==> config.mk <==
export PLATFORM = sky130hd
export DESIGN_NAME = bcd_down_counter
export DESIGN_NICKNAME = d
export VERILOG_FILES = /design/src/rtl/bcd_down_counter.sv
export SDC_FILE = /design/constraint.sdc
export NUM_CORES = 1
export LEC_CHECK = 0
export CORE_UTILIZATION = 41
export DETAILED_ROUTE_END_ITERATION = 10
export PLACE_DENSITY = 0.76
export SYNTH_ARGS = -nofsm -noshare
export SYNTH_HDL_FRONTEND = slang
export SYNTH_SLANG_ARGS = --single-unit
export TNS_END_PERCENT = 50
==> constraint.sdc <==
create_clock -name clk_i -period 2 [get_ports clk_i]
set_input_delay 0.6 -clock clk_i [delete_from_list [all_inputs] [get_ports clk_i]]
set_output_delay 0.6 -clock clk_i [all_outputs]
set_load 0.02 [all_outputs]
==> src/rtl/bcd_down_counter.sv <==
// Loadable multi-digit BCD countdown timer with a one-cycle done pulse on arrival at zero.
// WRAP selects between stopping at zero and reloading all-nines on the next enabled tick.
module bcd_down_counter #(
  parameter int unsigned DIGITS = 2,
  parameter bit          WRAP   = 1'b0
) (
  input  logic                clk_i,
  input  logic                rst_i,
  input  logic                load_i,
  input  logic [4*DIGITS-1:0] load_val_i,
  input  logic                in_i,
  output logic [4*DIGITS-1:0] cnt_o,
  output logic                busy_o,
  output logic                zero_o,
  output logic                done_o
);

  localparam int unsigned W = 4 * DIGITS;
  localparam logic [W-1:0] CNT_ONE = W'(1);

  typedef enum logic {
    IDLE = 1'b0,
    RUN  = 1'b1
  } state_e;

  state_e         state_q, state_d;
  logic [W-1:0]   cnt_q, cnt_d;
  logic           done_q, done_d;

  logic [W-1:0]   loadSan;
  logic [W-1:0]   cntDec;
  logic [W-1:0]   cntNines;

  // Clamp any non-BCD preset digit to 9 so the count register only ever holds BCD.
  function automatic logic [W-1:0] sanitize(input logic [W-1:0] v);
    logic [W-1:0] r;
    r = '0;
    for (int i = 0; i < int'(DIGITS); i++) begin
      r[4*i +: 4] = (v[4*i +: 4] > 4'd9) ? 4'd9 : v[4*i +: 4];
    end
    return r;
  endfunction

  function automatic logic [W-1:0] bcdDecrement(input logic [W-1:0] v);
    logic [W-1:0] r;
    logic         borrow;
    r      = v;
    borrow = 1'b1;
    for (int i = 0; i < int'(DIGITS); i++) begin
      if (borrow) begin
        if (v[4*i +: 4] == 4'd0) begin
          r[4*i +: 4] = 4'd9;
        end else begin
          r[4*i +: 4] = v[4*i +: 4] - 4'd1;
          borrow      = 1'b0;
        end
      end
    end
    return r;
  endfunction

  function automatic logic [W-1:0] allNines();
    logic [W-1:0] r;
    r = '0;
    for (int i = 0; i < int'(DIGITS); i++) begin
      r[4*i +: 4] = 4'd9;
    end
    return r;
  endfunction

  assign loadSan  = sanitize(load_val_i);
  assign cntDec   = bcdDecrement(cnt_q);
  assign cntNines = allNines();

  always_comb begin
    state_d = state_q;
    cnt_d   = cnt_q;
    done_d  = 1'b0;
    if (load_i) begin
      cnt_d   = loadSan;
      state_d = (loadSan != '0) ? RUN : IDLE;
    end else if (state_q == RUN && in_i) begin
      if (cnt_q != '0) begin
        cnt_d = cntDec;
        if (cnt_q == CNT_ONE) begin
          done_d  = 1'b1;
          state_d = WRAP ? RUN : IDLE;
        end
      end else if (WRAP) begin
        cnt_d = cntNines;
      end else begin
        // RUN at zero cannot arise without WRAP; fall back to IDLE if it ever does.
        state_d = IDLE;
      end
    end
  end

  always_ff @(posedge clk_i) begin
    if (rst_i) begin
      state_q <= IDLE;
      cnt_q   <= '0;
      done_q  <= 1'b0;
    end else begin
      state_q <= state_d;
      cnt_q   <= cnt_d;
      done_q  <= done_d;
    end
  end

  assign cnt_o  = cnt_q;
  assign busy_o = (state_q == RUN);
  assign zero_o = (cnt_q == '0);
  assign done_o = done_q;

endmodule
==> results summary <==
The number of nets in the synthesized netlist is 78. The netlist area before placement is 599 um2. The detailed-route vias per instance is 5.54. The antenna diode instance count is 0. The area of the placeable core is 1330 um2.

The area share of the largest cell type after synthesis came out at 0.334. The launching element type of the critical path is a flop. The number of CTS-inserted buffers came out at 3.

For the finished layout, the period the worst path requires is 2.21 ns. The count of mapped cells out of synthesis is 66. The count of different cell masters after synthesis came out at 37.

The final reports fail on setup timing. The arrival time reported for the critical path endpoint is 1.61 ns. The die span in x came out at 40.2 um.

The number of buffers inserted by port buffering is 22. The remaining antenna violation count came out at 0. The worst setup path is captured at an output pin. The routability congestion estimate from global placement came out at 0.791.

The clock skew is 0.000832 ns. The first routing iteration left 21 violations. The area occupied by registers is 200 um2. The area overhead of the layout relative to synthesis is 67.2%.

Measured along the y axis, the die boundary spans 40.2 um. Yosys attributes the largest share of cell area to sky130_fd_sc_hd__dfxtp_1 (33%), sky130_fd_sc_hd__a21oi_1 (5.0%), sky130_fd_sc_hd__o21ai_0 (5.0%), sky130_fd_sc_hd__nand4bb_4 (4.6%), sky130_fd_sc_hd__a211oi_4 (3.3%). Setup repair after global routing could not meet its margin everywhere. The worst-case IR drop observed on VDD is 0.485 mV. The prevailing post-synth register cell is sky130_fd_sc_hd__dfxtp_1. The area of the multi-input gates came out at 395 um2.

The setup slack after layout is -0.211 ns. The maximum clock insertion buffer count came out at 2. Entering global routing, the biggest net connects 10 pins. For this block, the routed nets add up to 1860 um of wire. The yosys synthesis warning count came out at 0.

The max-slew violation count came out at 0. The clock transition time at the flip-flop clock pins of the worst setup and hold paths came out at 0.07 ns. The number of iterations in the first detailed-routing pass is 4.

The number of cells after detailed placement is 117. The clock tree from TritonCTS is built. Among all cell types in the netlist, the one instantiated most often is sky130_fd_sc_hd__dfxtp_1. The final hold violation count is 0. The share of synthesized area occupied by flip-flops and latches came out at 0.334.

The number of fill cells is 105. The cell count of the worst hold path is 1. The number of cells on the worst reg-to-reg path is 5. The floorplan has 13 rows. After detailed routing, the average wire length per cell comes to 15.3 um. The worst-margin pin slew came out at 0.299 ns. The placed wire-length estimate came out at 1390 um. The total power density per cell area came out at 604 nW/um2.

The largest fanout of any net on the critical path is 2. The layout cell share with drive strength beyond 1 is 0.292. The die footprint came out at 1620 um2. The final cycle utilization of the critical path is 1.11. The tree built by TritonCTS fans out to 10 sinks.

Data on the critical path is required at its endpoint by 1.40 ns. For the final routed database, the setup TNS stands at -0.211 ns. Once layout is complete, the cells apart from fillers number 121. The commonest cells after synthesis are sky130_fd_sc_hd__dfxtp_1 (10), sky130_fd_sc_hd__a21oi_1 (6), sky130_fd_sc_hd__o21ai_0 (6), sky130_fd_sc_hd__nor2_1 (4).

The number of max-cap violations came out at 0. The synthesized flop and latch total came out at 10. The number of flops mapped to enable cells by yosys came out at 0.

The flow ran to the end, but the final reports show violations. The maximum level of the CTS H-tree is 1. The clock latency of the later-clocked register in the worst-skew pair is 0.26 ns. The proportion of register bits with asynchronous set or reset after synthesis is 0. The wire length of the first global-routing pass is 2640 um. The final layout net count came out at 119. The number of global-route vias before repair came out at 609.

The maximum clock frequency is 0.452 GHz. The total congestion overflow after global routing came out at 0. The initial standard-cell utilization of the core is 0.449. The total leakage power is 0.406 nW. The final design utilization came out at 0.751. The number of setup violations in the final report came out at 1.

The total power of the final layout came out at 605 uW. The total I/O pin count is 23. The min-delay analysis places its worst path in the category reg -> reg. sky130_fd_sc_hd__dfxtp_1 takes more of the synthesized area than any other cell. The worst slew margin relative to its limit came out at 0.800. The clock root buffer master is sky130_fd_sc_hd__clkbuf_4.

The average cell area after synthesis came out at 9.08 um2. The total global-route track usage came out at 0.253. The via count came out at 670. The number of antenna violations at the first check in global routing is 0.

The remaining design rule violation count is 0. The category of the most critical setup path is reg -> out.
layer usage:
metal,wire [um],part of all wire,GRT usage
met1,843,0.45,0.309
met2,934,0.50,0.456
met3,69,0.037,0.0167
met4,8,0.0043,0.100
met5,0,0,0
flip-flops by register name (all words and copies together) (netlist names):
register,flops
cnt_o,8
done_o,1
busy_o,1
what timing repair did:
action,in CTS,in global routing
endpoints found under the setup margin,4,2
resized for setup,9,1
hold buffers,0,0
buffers inserted,0,0
worst max-delay path, stage by stage (launching register included):
cell and delay [ns]:
sky130_fd_sc_hd__dfxtp_1 0.31, sky130_fd_sc_hd__or4_4 0.56, sky130_fd_sc_hd__nor4_4 0.17, sky130_fd_sc_hd__nor2b_4 0.19
sky130_fd_sc_hd__buf_6 0.12
cells by family after synthesis:
logic type             share of synthesized area
buffers and inverters                     0.0334
flip-flops                                 0.334
AND/OR/NAND/NOR                            0.326
AO/OA/AOI/OAI                              0.292
XOR/XNOR                                  0.0146
stage by stage:
stage | area, um2 | setup WS, ns | hold WS (ns)
2_1_floorplan | 616 | 0.00666 | 0.628
3_3_place_gp | 966 | -0.373 | 0.590
3_5_place_dp | 966 | -0.381 | 0.594
4_1_cts | 1000 | -0.226 | 0.621
5_1_grt | 1000 | -0.285 | 0.660
6_report | 1000 | -0.211 | 0.630
placed cells by master (no fill, tap or decap), types with 2 or more instances in the layout:
master                            count
sky130_fd_sc_hd__a21oi_1              6
sky130_fd_sc_hd__dfxtp_1             10
sky130_fd_sc_hd__nor3_1               3
sky130_fd_sc_hd__nor2_1               4
sky130_fd_sc_hd__clkbuf_4             3
sky130_fd_sc_hd__clkdlybuf4s50_1     17
sky130_fd_sc_hd__o21ai_0              6
sky130_fd_sc_hd__buf_4               16
sky130_fd_sc_hd__nand2_1              3
sky130_fd_sc_hd__dlygate4sd2_1        3
sky130_fd_sc_hd__inv_1                2
sky130_fd_sc_hd__or4b_1               2
final cells by class:
type | instances | area share
multi-input cells | 51 | 0.395
well taps | 15 | 0.0187
clock buffers | 4 | 0.0362
inverters | 3 | 0.0112
repair buffers | 38 | 0.340
flip-flops and latches | 10 | 0.200
path summary, 6_finish.rpt:
path / slack, ns / end / start
hold reg to reg: 0.63 / done_o / cnt_o[0]
setup reg to reg: 0.42 / cnt_o[6] / cnt_o[5]
hold / removal: 0.63 / done_o / cnt_o[0]
setup / recovery: -0.21 / zero_o / cnt_o[5]
report_power, final:
part	total (mW)	internal, mW	switching, mW
Clock	0.180	0.110	0.0696
Combinational	0.200	0.106	0.0936
Sequential	0.225	0.212	0.0132
Total	0.605	0.429	0.176
No activity file was read; power rests on OpenSTA's default activity.
